### src/rtl/mem_mult_sweeper_if.sv
// Host and SRAM-side signal bundle for mem_mult_sweeper.
// Uses the host-side modport for the bench/host and the slave modport for the engine.
interface mem_mult_sweeper_if #(
    parameter int DW = 52,
    parameter int AW = 7
);
    logic              start;
    logic              mode;
    logic [AW-1:0]     base_addr;
    logic [AW-1:0]     end_addr;
    logic [DW-1:0]     mem_do;
    logic              mem_nce;
    logic              mem_nwrt;
    logic [AW-1:0]     mem_addr;
    logic [DW-1:0]     mem_din;
    logic              busy;
    logic              done;
    logic [DW-1:0]     prod_out;
    logic [DW+AW-1:0]  acc_out;

    modport master (
        output start, mode, base_addr, end_addr, mem_do,
        input  mem_nce, mem_nwrt, mem_addr, mem_din, busy, done, prod_out, acc_out
    );
    modport slave (
        input  start, mode, base_addr, end_addr, mem_do,
        output mem_nce, mem_nwrt, mem_addr, mem_din, busy, done, prod_out, acc_out
    );
endinterface

### src/rtl/mem_mult_sweeper.sv
// SRAM sweep engine: reads each word in [base..end], multiplies its upper half by its
// lower half, then writes the product back in place (mode 0) or only accumulates it (mode 1).
module mem_mult_sweeper #(
    parameter int DW      = 52,
    parameter int AW      = 7,
    parameter int MUL_LAT = 2
) (
    input logic              clk,
    input logic              rstn,
    mem_mult_sweeper_if.slave bus
);
    localparam int HW = DW / 2;
    localparam int CW = $clog2(MUL_LAT + 1);

    typedef enum logic [2:0] {IDLE, READ, CAPT, MUL, WRITE, DONE} state_t;

    state_t                      r_state, w_nxt;
    logic                        r_mode;
    logic [AW-1:0]               r_addr, r_end;
    logic [HW-1:0]               r_a, r_b;
    logic [CW-1:0]               r_cnt;
    logic [MUL_LAT-1:0][DW-1:0]  r_pipe;
    logic [DW-1:0]               w_mul, w_last_in, w_prod;
    logic [DW-1:0]               r_din, r_prod;
    logic [DW+AW-1:0]            r_acc;

    // Zero-extended operands give the exact DW-bit product.
    assign w_mul  = {{HW{1'b0}}, r_a} * {{HW{1'b0}}, r_b};
    assign w_prod = r_pipe[MUL_LAT-1];

    // Operands are stable through MUL, so the pipe can shift every cycle.
    always_ff @(posedge clk or negedge rstn) begin
        if (!rstn) begin
            r_pipe <= '0;
        end else begin
            r_pipe[0] <= w_mul;
            for (int i = 1; i < MUL_LAT; i++) r_pipe[i] <= r_pipe[i-1];
        end
    end

    // Value entering the last pipe stage, so write data is registered in time for WRITE.
    generate
        if (MUL_LAT == 1) begin : g_lat1
            assign w_last_in = w_mul;
        end else begin : g_latn
            assign w_last_in = r_pipe[MUL_LAT-2];
        end
    endgenerate

    always_ff @(posedge clk or negedge rstn) begin
        if (!rstn) r_state <= IDLE;
        else       r_state <= w_nxt;
    end

    always_comb begin
        w_nxt = r_state;
        case (r_state)
            IDLE:    if (bus.start) w_nxt = READ;
            READ:    w_nxt = CAPT;
            CAPT:    w_nxt = MUL;
            MUL:     if (r_cnt == CW'(MUL_LAT - 1)) w_nxt = WRITE;
            WRITE:   w_nxt = (r_addr == r_end) ? DONE : READ;
            DONE:    w_nxt = IDLE;
            default: w_nxt = IDLE;
        endcase
    end

    always_ff @(posedge clk or negedge rstn) begin
        if (!rstn) begin
            r_mode <= 1'b0;
            r_addr <= '0;
            r_end  <= '0;
            r_a    <= '0;
            r_b    <= '0;
            r_cnt  <= '0;
            r_din  <= '0;
            r_prod <= '0;
            r_acc  <= '0;
        end else begin
            r_cnt <= (r_state == MUL) ? r_cnt + CW'(1) : '0;
            case (r_state)
                IDLE: if (bus.start) begin
                    r_mode <= bus.mode;
                    r_addr <= bus.base_addr;
                    r_end  <= bus.end_addr;
                    r_acc  <= '0;
                end
                CAPT: begin
                    r_a <= bus.mem_do[DW-1:HW];
                    r_b <= bus.mem_do[HW-1:0];
                end
                WRITE: begin
                    r_prod <= w_prod;
                    r_acc  <= r_acc + {{AW{1'b0}}, w_prod};
                    if (r_addr != r_end) r_addr <= r_addr + AW'(1);
                end
                default: ;
            endcase
            if (w_nxt == WRITE && !r_mode) r_din <= w_last_in;
        end
    end

    assign bus.mem_nce  = !((r_state == READ) || (r_state == WRITE && !r_mode));
    assign bus.mem_nwrt = !(r_state == WRITE && !r_mode);
    assign bus.mem_addr = r_addr;
    assign bus.mem_din  = r_din;
    assign bus.busy     = (r_state == READ) || (r_state == CAPT) ||
                          (r_state == MUL)  || (r_state == WRITE);
    assign bus.done     = (r_state == DONE);
    assign bus.prod_out = r_prod;
    assign bus.acc_out  = r_acc;
endmodule

### src/flat_wrapper.sv
// flat-port wrapper written by rule: the top's interface ports become plain ports
module mem_mult_sweeper_flat 
#(
    parameter int DW      = 52,
    parameter int AW      = 7,
    parameter int MUL_LAT = 2
)
  (clk, rstn, bus_start, bus_mode, bus_base_addr, bus_end_addr, bus_mem_do, bus_mem_nce, bus_mem_nwrt, bus_mem_addr, bus_mem_din, bus_busy, bus_done, bus_prod_out, bus_acc_out);
  mem_mult_sweeper_if #(.DW(DW), .AW(AW)) bus_i ();
  input logic clk;
  input logic rstn;
  input wire logic [$bits(bus_i.start)-1:0] bus_start;
  input wire logic [$bits(bus_i.mode)-1:0] bus_mode;
  input wire logic [$bits(bus_i.base_addr)-1:0] bus_base_addr;
  input wire logic [$bits(bus_i.end_addr)-1:0] bus_end_addr;
  input wire logic [$bits(bus_i.mem_do)-1:0] bus_mem_do;
  output wire logic [$bits(bus_i.mem_nce)-1:0] bus_mem_nce;
  output wire logic [$bits(bus_i.mem_nwrt)-1:0] bus_mem_nwrt;
  output wire logic [$bits(bus_i.mem_addr)-1:0] bus_mem_addr;
  output wire logic [$bits(bus_i.mem_din)-1:0] bus_mem_din;
  output wire logic [$bits(bus_i.busy)-1:0] bus_busy;
  output wire logic [$bits(bus_i.done)-1:0] bus_done;
  output wire logic [$bits(bus_i.prod_out)-1:0] bus_prod_out;
  output wire logic [$bits(bus_i.acc_out)-1:0] bus_acc_out;
  assign bus_i.start = bus_start;
  assign bus_i.mode = bus_mode;
  assign bus_i.base_addr = bus_base_addr;
  assign bus_i.end_addr = bus_end_addr;
  assign bus_i.mem_do = bus_mem_do;
  assign bus_mem_nce = bus_i.mem_nce;
  assign bus_mem_nwrt = bus_i.mem_nwrt;
  assign bus_mem_addr = bus_i.mem_addr;
  assign bus_mem_din = bus_i.mem_din;
  assign bus_busy = bus_i.busy;
  assign bus_done = bus_i.done;
  assign bus_prod_out = bus_i.prod_out;
  assign bus_acc_out = bus_i.acc_out;
  mem_mult_sweeper #(.DW(DW), .AW(AW), .MUL_LAT(MUL_LAT)) u_core (.clk(clk), .rstn(rstn), .bus(bus_i));
endmodule
### config.mk
export PLATFORM = sky130hd
export DESIGN_NAME = mem_mult_sweeper_flat
export DESIGN_NICKNAME = d
export VERILOG_FILES = /design/src/rtl/mem_mult_sweeper_if.sv /design/src/rtl/mem_mult_sweeper.sv /design/src/flat_wrapper.sv
export SDC_FILE = /design/constraint.sdc
export NUM_CORES = 2
export LEC_CHECK = 0
export CORE_ASPECT_RATIO = 1.75
export CORE_MARGIN = 4
export CORE_UTILIZATION = 55
export DETAILED_ROUTE_END_ITERATION = 10
export PLACE_DENSITY = 0.82
export SLEW_MARGIN = 20
export SYNTH_ARGS = -nofsm -noshare
export SYNTH_HDL_FRONTEND = slang
export SYNTH_SLANG_ARGS = --single-unit
### constraint.sdc
create_clock -name clk -period 19 [get_ports clk]
set_clock_uncertainty 0.1 [all_clocks]
set_input_delay 1.9 -clock clk [delete_from_list [all_inputs] [get_ports clk]]
set_output_delay 1.9 -clock clk [all_outputs]
set_load 0.03 [all_outputs]
==> results.md <==
- Clk slew on worst S/H paths: 0.07 ns
- Period utilization: roughly 43%
- Post-CTS Resized: 0
- Worst hold margin: between 0.2 and 0.3 ns
- R2r setup slk: 10.88 ns
- H-tree depth: 2
- Fin Setup TNS: 0 ns
- Post-Synthesis Cells: 3802
- Row count: between 100 and 150
- Fmax: 123 MHz
- Tmin final: 8.12 ns
- Average wire per standard cell: 20.2 microns
- Synth Warn #: 0
- Core Region: ~0.066 sq mm
- ANT cells: 0
- Die height: 350 microns
- EDFF count, synth: 0
- Pin count of the biggest net entering global routing: 78
- CP bufs+invs: 6
- WHS Path Cells: 0
- Setup CP Type: reg -> reg
- Inserted Clock Buffers: 35
- FF-to-FF End: u_core.w_last_in[49]
- Initial DRT Pass Iterations: 5
- Most common cell in the netlist: inv_1
- Max Cap Viol: 0
- Ranking of synthesized cells by area: fa_1, dfrtp_1, ha_1
- Register area share after synthesis: 23.1%
- Global-route wire length before repair: about 160000 microns
- Area delta synth->final: 12.0%
- Clock root buffer: clkbuf_16
- Post-CTS setup buffers: 0
- Number of global-route vias before repair: roughly 29000
- Slowest stage delay, CP: 1.10 ns
- HP Start: u_core.w_last_in[36]
- Port Buf Inserts: 243
- Status: complete, no violations
- Gp weighted congestion: ~0.92
- Total Wirelength: slightly below 100000 microns
- Commonest cells post-synth: inv_1, nand2_1, fa_1
- Worst R2R Start: u_core.r_a[15]
- Cell taking the most area after synthesis: fa_1
- Critical-path maximum fanout: 27
- DR vias/cell: about 5.6
- Synthesized area per cell: ~9.6 sq um
- Worst slew pin tran: 1.28 ns
- Slowest cell on crit path: dfrtp_1
- CP most frequent cell: fa_1
- RSZ-0062 raised after global routing: no
- Fin. max-slew vios: 0
- Startpoint type of the worst setup path: flip-flop
- DRT antenna net count: 0
- Top FF cell, synth: dfrtp_1
- Share of cells above drive strength 1: 6.03%
- Crit path launch: u_core.r_a[15]
- Syn Nets: approximately 4700
- Initial Util: 55.3%
- Synth cell types: 75
- NumNets Final: 4825
- Antenna violations before repair: 0
- Worst path arrival time: 8.49 ns
- Hold buffers post-CTS: 0
- WP depth: 25
- Synth Register Bits: 339
- Synth Cell Area: 0.0367 sq mm
- Slew margin rel.: 14.4%
- R2R depth: 25
- Detail Placement HPWL: approximately 76000 microns
- # IOs: 244
- Fin. Hold Viols: 0
- CTS max path bufs: 3
- CTS Sinks: between 300 and 400
- Gr usage total: 27.8%
- Critical Path Sink Type: flip-flop
- TritonCTS clock tree: done
- Delay-heaviest family, CP: adder cells
- Initial drt markers: about 1700
- Via count: 27400
- Worst Path Required: between 15 and 20 ns
- FFs w/ async S/R, synth: 100%
- Global route overflow: 0
- Die width: around 200 microns
- Crit path to: u_core.w_last_in[49]
- Synth top area share: 31.4%
- Final setup violation count: 0
- Hold WC Path Type: reg -> reg
- # DRC: 0
- Worst skew pair latency: 0.58 ns
- Die area: 0.0711 sq mm
[final cells by class]
class / count / area, sq um
inverters: 653 / 2450
clock buffers: 45 / 975
fillers: 5407 / 25200
clock inverters: 18 / 239
multi-input cells: 2622 / 25100
flip-flops and latches: 339 / 8480
repair buffers: 284 / 2750
well taps: 889 / 1110
[worst min-delay path by stage]
stage | end | slack (ns)
finish | u_core.w_prod[36] | 0.26
global route | u_core.w_prod[25] | 0.27
CTS | u_core.w_prod[36] | 0.26
detailed placement | u_core.w_prod[25] | 0.26
global placement | u_core.w_prod[17] | 0.25
floorplan | u_core.w_prod[0] | 0.25
[worst register-to-register path: cells and delay by family, from the launching register on]
kind / cells / cell delay, ns
AND/OR/NAND/NOR: 2 / 0.44
flip-flops: 1 / 1.10
XOR/XNOR: 1 / 0.14
AO/OA/AOI/OAI: 8 / 2.06
adder cells (fa/ha/maj): 8 / 3.87
buffers and inverters: 6 / 0.31
[logic make-up after synthesis]
kind of cell,after synthesis,synth area share (%)
AND/OR/NAND/NOR,1175,15.4
XOR/XNOR,102,2.44
AO/OA/AOI/OAI,406,7.04
multiplexers,119,3.63
flip-flops,339,23.1
adder cells (fa/ha/maj),820,39.7
buffers and inverters,841,8.66
[cell usage in the layout (no fill, tap or decap), types with 5 or more instances in the layout]
cell type	synthesis	layout
nand4_1	30	30
o211ai_1	8	8
nor3_1	11	10
mux2_2	112	112
clkdlybuf4s50_1	0	242
ha_1	245	245
a21oi_1	109	109
nand2b_1	10	10
o21a_1	14	14
and2_1	358	358
nand3_1	28	28
xor2_1	38	38
o31ai_1	6	6
a211oi_1	9	9
inv_1	653	653
a21o_1	56	56
buf_4	2	41
or3_1	7	7
nor2b_1	9	9
fa_1	575	575
nor4_1	5	5
o21ai_1	10	9
clkbuf_16	0	36
nor2_1	55	54
dfrtp_1	339	338
nand2_1	629	628
a31oi_1	19	19
o21bai_1	15	15
and3_1	18	18
o21ai_0	105	105
clkbuf_1	168	5
mux2i_1	7	7
xnor2_1	64	64
[sequential cells by signal, summed over array words and instances, names as in the netlist]
| signal | cells |
|---|---|
| u_core.r_state | 3 |
| u_core.r_cnt | 2 |
| u_core.bus.mem_din | 52 |
| u_core.bus.acc_out | 59 |
| u_core.bus.mem_addr | 7 |
| u_core.w_prod | 52 |
| u_core.r_mode | 1 |
| u_core.r_end | 7 |
| u_core.bus.prod_out | 52 |
| u_core.w_last_in | 52 |
| u_core.r_b | 26 |
| u_core.r_a | 26 |
[stage by stage]
stage	utilization, %	worst slack (ns)	area [sq um]	instances
after floorplan	-	12.11	36700	3802
after global placement	60.1	11.14	39900	4787
after detailed placement	60.1	11.06	39900	4787
after CTS	61.9	10.99	41100	4850
after global routing	61.9	10.70	41100	4850
final	61.9	10.88	41100	4850
[routing by layer]
metal / track usage, % / part of all wire (%) / wire [microns]
met1: 32.4 / 35 / 34700
met2: 49.1 / 51 / 49800
met3: 4.90 / 7.3 / 7160
met4: 14.3 / 6.3 / 6120
met5: 0 / 0 / 0
Power is not shown: default switching activity piles up to over one toggle a cycle in this logic, so the estimate is an artifact.
